$ cat src/rtl/ir_pkg.sv
// Shared definitions for the IR/DRAM load sequencer: fetch states, diag
// function codes and the staging-word field map.
package ir_pkg;

  typedef enum logic [1:0] {
    FS_IDLE,
    FS_LDIR,
    FS_RDWAIT,
    FS_LDDR
  } fetch_state_t;

  localparam logic [2:0] DIAG_FUNC_AB     = 3'd0;
  localparam logic [2:0] DIAG_FUNC_PJ     = 3'd1;
  localparam logic [2:0] DIAG_FUNC_J710   = 3'd2;
  localparam logic [2:0] DIAG_FUNC_ADDR   = 3'd3;
  localparam logic [2:0] DIAG_FUNC_COMMIT = 3'd4;
  localparam logic [2:0] DIAG_FUNC_ENIO   = 3'd5;
  localparam logic [2:0] DIAG_FUNC_ENAC   = 3'd6;
  localparam logic [2:0] DIAG_FUNC_CLEAR  = 3'd7;

  // Staging word {A[2:0], B[2:0], P, J1..4, J7..10}; upper DRAM bits stay 0.
  localparam int unsigned STAGE_W      = 15;
  localparam int unsigned STG_A_LSB    = 12;
  localparam int unsigned STG_B_LSB    = 9;
  localparam int unsigned STG_P_BIT    = 8;
  localparam int unsigned STG_J14_LSB  = 4;
  localparam int unsigned STG_J710_LSB = 0;

endpackage

$ cat src/rtl/ir_diag_stage.sv
// Diagnostic staging: decodes EBUS diag functions into the DRAM staging word,
// write address and enable latches, and raises commit/cancel requests.
module ir_diag_stage
  import ir_pkg::*;
#(
  parameter int unsigned DRAM_AW = 9
) (
  input  logic               clk,
  input  logic               resetN,
  input  logic               diag_strobe,
  input  logic [2:0]         diag_func,
  input  logic [0:35]        ebus,
  input  logic               pending,
  output logic [STAGE_W-1:0] stage_word,
  output logic [DRAM_AW-1:0] addr,
  output logic               en_io_jrst,
  output logic               en_ac,
  output logic               commit_req,
  output logic               cancel_req
);

  logic take;
  logic clear;
  logic unused_ebus;

  // While a commit is pending only the clear function is honoured.
  assign clear       = diag_strobe && (diag_func == DIAG_FUNC_CLEAR);
  assign take        = diag_strobe && !pending && (diag_func != DIAG_FUNC_CLEAR);
  assign commit_req  = take && (diag_func == DIAG_FUNC_COMMIT);
  assign cancel_req  = clear && pending;
  assign unused_ebus = ^ebus[6:35-DRAM_AW];

  always_ff @(posedge clk or negedge resetN) begin
    if (!resetN) begin
      stage_word <= '0;
      addr       <= '0;
      en_io_jrst <= 1'b0;
      en_ac      <= 1'b0;
    end else if (clear) begin
      stage_word <= '0;
      en_io_jrst <= 1'b0;
      en_ac      <= 1'b0;
    end else if (take) begin
      case (diag_func)
        DIAG_FUNC_AB: begin
          stage_word[STG_A_LSB +: 3] <= ebus[0:2];
          stage_word[STG_B_LSB +: 3] <= ebus[3:5];
        end
        DIAG_FUNC_PJ: begin
          stage_word[STG_P_BIT]        <= ebus[0];
          stage_word[STG_J14_LSB +: 4] <= ebus[1:4];
        end
        DIAG_FUNC_J710: stage_word[STG_J710_LSB +: 4] <= ebus[0:3];
        DIAG_FUNC_ADDR: addr       <= ebus[36-DRAM_AW:35];
        DIAG_FUNC_ENIO: en_io_jrst <= ebus[0];
        DIAG_FUNC_ENAC: en_ac      <= ebus[0];
        default: ;
      endcase
    end
  end

endmodule

$ cat src/rtl/ir_load_ctl.sv
// IR/DRAM fetch sequencer and dram_mem port arbiter: issues loadIR ->
// read wait -> loadDRAM per fetch and slots diagnostic writes into idle cycles.
module ir_load_ctl
  import ir_pkg::*;
#(
  parameter int unsigned DRAM_AW = 9,
  parameter int unsigned DRAM_DW = 24,
  parameter int unsigned RD_LAT  = 1
) (
  input  logic               clk,
  input  logic               resetN,
  input  logic               fetchReq,
  input  logic               mbXferIn,
  output logic               fetchAck,
  output logic               loadIR,
  output logic               mbXfer,
  output logic               loadDRAM,
  output logic               dramReady,
  input  logic               diagLoadFunc06X,
  input  logic [2:0]         diagFunc,
  input  logic [0:35]        EBUS,
  output logic [DRAM_AW-1:0] dramAddr,
  output logic [DRAM_DW-1:0] dramDin,
  output logic               dramWe,
  output logic               diagBusy,
  output logic               diagDone,
  output logic               enIO_JRST,
  output logic               enAC
);

  fetch_state_t       state, state_nx;
  logic [1:0]         lat_cnt;
  logic               pending;
  logic               accept;
  logic               grant;
  logic               commit_req;
  logic               cancel_req;
  logic [STAGE_W-1:0] stage_word;

  ir_diag_stage #(.DRAM_AW(DRAM_AW)) u_stage (
    .clk         (clk),
    .resetN      (resetN),
    .diag_strobe (diagLoadFunc06X),
    .diag_func   (diagFunc),
    .ebus        (EBUS),
    .pending     (pending),
    .stage_word  (stage_word),
    .addr        (dramAddr),
    .en_io_jrst  (enIO_JRST),
    .en_ac       (enAC),
    .commit_req  (commit_req),
    .cancel_req  (cancel_req)
  );

  // Acceptance is combinational on fetchReq, so it is gated by reset to keep
  // fetchAck low while the block is held in reset.
  assign accept = resetN && (state == FS_IDLE) && fetchReq;
  assign grant  = pending && (state == FS_IDLE) && !fetchReq && !cancel_req;

  always_comb begin
    state_nx = state;
    fetchAck = accept;
    loadIR   = 1'b0;
    loadDRAM = 1'b0;
    case (state)
      FS_IDLE:   if (accept) state_nx = FS_LDIR;
      FS_LDIR: begin
        loadIR   = 1'b1;
        state_nx = FS_RDWAIT;
      end
      FS_RDWAIT: if (lat_cnt == 2'd0) state_nx = FS_LDDR;
      FS_LDDR: begin
        loadDRAM = 1'b1;
        state_nx = FS_IDLE;
      end
      default:   state_nx = FS_IDLE;
    endcase
  end

  always_ff @(posedge clk or negedge resetN) begin
    if (!resetN) begin
      state     <= FS_IDLE;
      lat_cnt   <= '0;
      mbXfer    <= 1'b0;
      dramReady <= 1'b0;
      pending   <= 1'b0;
      diagDone  <= 1'b0;
    end else begin
      state     <= state_nx;
      dramReady <= (state == FS_LDDR);
      diagDone  <= grant;
      if (accept) mbXfer <= mbXferIn;
      if (state == FS_LDIR) lat_cnt <= 2'(RD_LAT - 1);
      else if (state == FS_RDWAIT && lat_cnt != 2'd0) lat_cnt <= lat_cnt - 2'd1;
      if (grant || cancel_req) pending <= 1'b0;
      else if (commit_req)     pending <= 1'b1;
    end
  end

  assign dramWe   = grant;
  assign dramDin  = DRAM_DW'(stage_word);
  assign diagBusy = pending;

endmodule

$ cat config.mk
export PLATFORM = sky130hd
export DESIGN_NAME = ir_load_ctl
export DESIGN_NICKNAME = d
export VERILOG_FILES = /design/src/rtl/ir_pkg.sv /design/src/rtl/ir_diag_stage.sv /design/src/rtl/ir_load_ctl.sv
export SDC_FILE = /design/constraint.sdc
export NUM_CORES = 1
export LEC_CHECK = 0
export CORE_MARGIN = 2
export CORE_UTILIZATION = 39
export DETAILED_ROUTE_END_ITERATION = 16
export HOLD_SLACK_MARGIN = 0.08
export PLACE_DENSITY = 0.86
export SLEW_MARGIN = 20
export SYNTH_ARGS = -nofsm -noshare
export SYNTH_HDL_FRONTEND = slang
export SYNTH_HIERARCHICAL = 1
export SYNTH_SLANG_ARGS = --single-unit
$ cat constraint.sdc
create_clock -name clk -period 2.01 [get_ports clk]
set_input_delay 0.201 -clock clk [delete_from_list [all_inputs] [get_ports clk]]
set_output_delay 0.201 -clock clk [all_outputs]
set_load 0.005 [all_outputs]
==> out/metrics.csv <==
stage,metric,value,unit
status,status,"finished, final reports clean",
critical_path,worstRegToRegCells,4,
placed_design,hpwl,2890,µm
power,ir_worst_vdd,663,µV
sta,period_share,0.947,
sta,final_hold_viol_count,0,
sta,rsz0062_at_grt,no,
die,rows,23,
power,p_int,2.01,mW
clock_network,numCtsBuffers,5,
critical_path,crit_arrival,1.70,ns
global_routing,overflow,0,
die,chipWidth,69.8,µm
critical_path,slowest_stage,clkdlybuf4s50_1,
detailed_routing,avgViaCountPerCell,5.28,
sta,slew_headroom,0.625,
sta,setup-tns-final,0,ns
sta,max_freq,0.525,GHz
clock_network,cts_sinks,34,
synthesis,synth_most_common_cell,dfrtp_1,
synthesis,yosys_register_bits,34,
critical_path,path_max_fanout,4,
critical_path,critPathLaunchType,flop,
clock_network,tritoncts,yes,
critical_path,worstSetupPathType,flop to output pin,
synthesis,ys.flop_type,dfrtp_1,
global_routing,grt_usage,0.182,
synthesis,synth.cell_area,0.00169,mm²
power,p_per_area,1170,mW/mm²
detailed_routing,wl_met1,1790,µm
detailed_routing,dr.pass1.iters,4,
power,finalPower,2.87,mW
synthesis,yosys-top-cells-area,"dfrtp_1, mux2_2, o2bb2ai_1, ha_1, a22oi_1",
clock_network,cts.clk_slew.worst_paths,0.06,ns
die,core-area,0.00409,mm²
synthesis,synthDistinctLibCells,36,
detailed_routing,routed.top_layer,met4,
min_path,hp-class,input port to asynchronous set/reset pin,
power,netSwitchingPower,0.858,mW
finish,insertedDiodeCount,0,
power,power_leakage,1.01,nW
clock_network,ctsHoldBuffers,0,
finish,fin_cells,265,
placed_design,dpl_worst_slack,-0.0222,ns
detailed_routing,ant_nets,0,
global_routing,grt_start_max_net_pins,35,
detailed_routing,wl_met3,370,µm
sta,finalSetupViolCount,0,
placed_design,portBuffers,56,
critical_path,worst-r2r-setup-slack,0.37,ns
sta,drv_slew,0,
placed_design,globalplace.congestion,0.787,
detailed_routing,wl,4060,µm
clock_network,htreeDepth,2,
sta,worstMarginPinSlew,0.556,ns
critical_path,timing.rr.end,u_stage/addr[1]$_DFFE_PN0P_,
synthesis,yosysWarnings,6,
clock_network,worstSkewPairLatency,0.29,ns
finish,n_fill_cell,347,
finish,area_growth,44.6,%
synthesis,synth_edf_count,0,
detailed_routing,route.detailed.drc,0,
die,fp.dieH,69.8,µm
finish,nets,265,
critical_path,crit_chain,inv_1 > ha_4 > and3_2 > clkdlybuf4s50_1,
critical_path,crit_path_end_kind,output pin,
clock_network,postCtsSetupBuffers,0,
detailed_routing,via_count,1398,
critical_path,required,1.81,ns
power,combPwrFrac,0.442,
clock_network,cts_root_buffer,clkbuf_8,
die,fp.dieArea,0.00487,mm²
die,io-pin-count,87,
synthesis,synth.top_cell.area_share,0.504,
sta,setup_slack,0.106,ns
detailed_routing,wl_per_cell,15.3,µm
sta,finClkSkew,0.00208,ns
synthesis,synth_seq_area_share,0.504,
global_routing,grt_antenna_before_repair,0,
synthesis,yosysTopAreaCell,dfrtp_1,
synthesis,synthArstFlopShare,1.00,
detailed_routing,dr_wl_met2,1870,µm
sta,period_minus_slack,1.90,ns
job,maxCapViolCount,0,
synthesis,avgSynthCellArea,11.3,µm²
finish,drive_above_1_share,0.181,
global_routing,grt_pass1_vias,1435,
power,seq_power_share,0.393,
power,pwr-share-clk,0.164,
critical_path,worstReg2RegStart,diagBusy$_DFFE_PN0P_,
critical_path,slowest_delay,0.50,ns
finish,utilization,0.597,
detailed_routing,drt-initial-drc-count,74,
synthesis,synth_commonest_cells,"dfrtp_1, mux2_2",
global_routing,grt_pass1_wl,6980,µm
clock_network,cts_buffer_depth,2,
power,switching_share,0.300,
synthesis,postSynthCellCount,149,
die,start_util,0.413,
placed_design,dp_cells,258,
[repair_timing]
item | in CTS | in global routing
resized for setup | 4 | 3
endpoints found under the hold margin | 0 | 0
setup endpoints to repair | 1 | 2
[flip-flops by register name, summed over array words and instances, names as in the netlist, 2 cells and up]
name                count
lat_cnt                 2
state                   2
u_stage/addr            9
u_stage/stage_word     15
[worst max-delay path, delay by kind of cell (launching register included)]
kind,cells,cell delay (ns)
buffers and inverters,2,0.65
and+or+nand+nor,1,0.18
adders and majority gates,1,0.17
DFF,1,0.41
[worst max path at each step]
stage                                   to  slack [ns]  cells after the start                 start
3_5_place_dp                        dramWe       -0.02                      5           diagFunc[2]
6_report                          fetchAck        0.11                      4  state[1]$_DFFE_PN0P_
2_1_floorplan  u_stage/addr[0]$_DFFE_PN0P_        0.18                      5  diagBusy$_DFFE_PN0P_
5_1_grt                           fetchAck       0.007                      4  state[1]$_DFFE_PN0P_
3_3_place_gp                        dramWe       -0.01                      5           diagFunc[2]
4_1_cts                           fetchAck        0.04                      4  state[0]$_DFFE_PN0P_
[area by class of cell]
class                      instances  area, µm²  share of cell area
multi-input combinational        100        771               0.316
timing repair buffer              67        654               0.268
inverter                           7       26.3              0.0108
sequential                        34        851               0.349
tap                               50       62.6              0.0256
clock buffer                       7       76.3              0.0313
[layer usage]
layer	vias up	global-route usage
li1	660	-
met5	-	0
met2	56	0.281
met1	679	0.228
met3	3	0.0887
met4	0	0.0449
[cell usage in the layout, fill, tap and decap left out, types with 2 or more instances in the layout]
| cell | Yosys | routed |
|---|---|---|
| clkbuf_8 | 0 | 5 |
| a22oi_1 | 9 | 9 |
| o2bb2ai_1 | 9 | 9 |
| ha_1 | 6 | 5 |
| dfrtp_1 | 34 | 34 |
| clkdlybuf4s50_1 | 0 | 55 |
| o21ai_0 | 5 | 5 |
| conb_1 | 1 | 9 |
| a32oi_1 | 2 | 2 |
| nor2_1 | 9 | 9 |
| nor3_1 | 7 | 6 |
| mux2_2 | 10 | 10 |
| a21oi_1 | 6 | 6 |
| clkbuf_1 | 5 | 2 |
| nand2_1 | 3 | 3 |
| inv_1 | 6 | 5 |
| buf_4 | 9 | 10 |
| nor4_1 | 7 | 7 |
| and4bb_2 | 2 | 2 |
[through the flow]
| stage | hold WS, ns | area (µm²) |
|---|---|---|
| CTS | 0.427 | 2430 |
| floorplan | -0.0946 | 1720 |
| finish | 0.423 | 2440 |
| global placement | 0.489 | 2330 |
| global route | 0.476 | 2440 |
| detailed placement | 0.498 | 2330 |
[power by group through the flow]
| stage | combinational, mW | clock (mW) | sequential, mW |
|---|---|---|---|
| after floorplan | 0.513 | 0 | 1.13 |
| after global placement | 1.20 | 0 | 1.12 |
| after detailed placement | 1.23 | 0 | 1.13 |
| after CTS | 1.26 | 0.496 | 1.13 |
| after global routing | 1.38 | 0.528 | 1.17 |
| final | 1.27 | 0.471 | 1.13 |
[kinds of logic (layout without fill, tap and decap cells)]
group / after synthesis / count (layout) / synth area share
AO/OA/AOI/OAI: 35 / 35 / 0.153
XOR/XNOR: 1 / 1 / 0.00519
adder cells (fa/ha/maj): 6 / 6 / 0.0445
buffers and inverters: 23 / 81 / 0.0763
flip-flops: 34 / 34 / 0.504
multiplexers: 11 / 11 / 0.0756
other: 1 / 9 / 0.00222
AND/OR/NAND/NOR: 38 / 38 / 0.139
(Power assumes the default switching activity.)
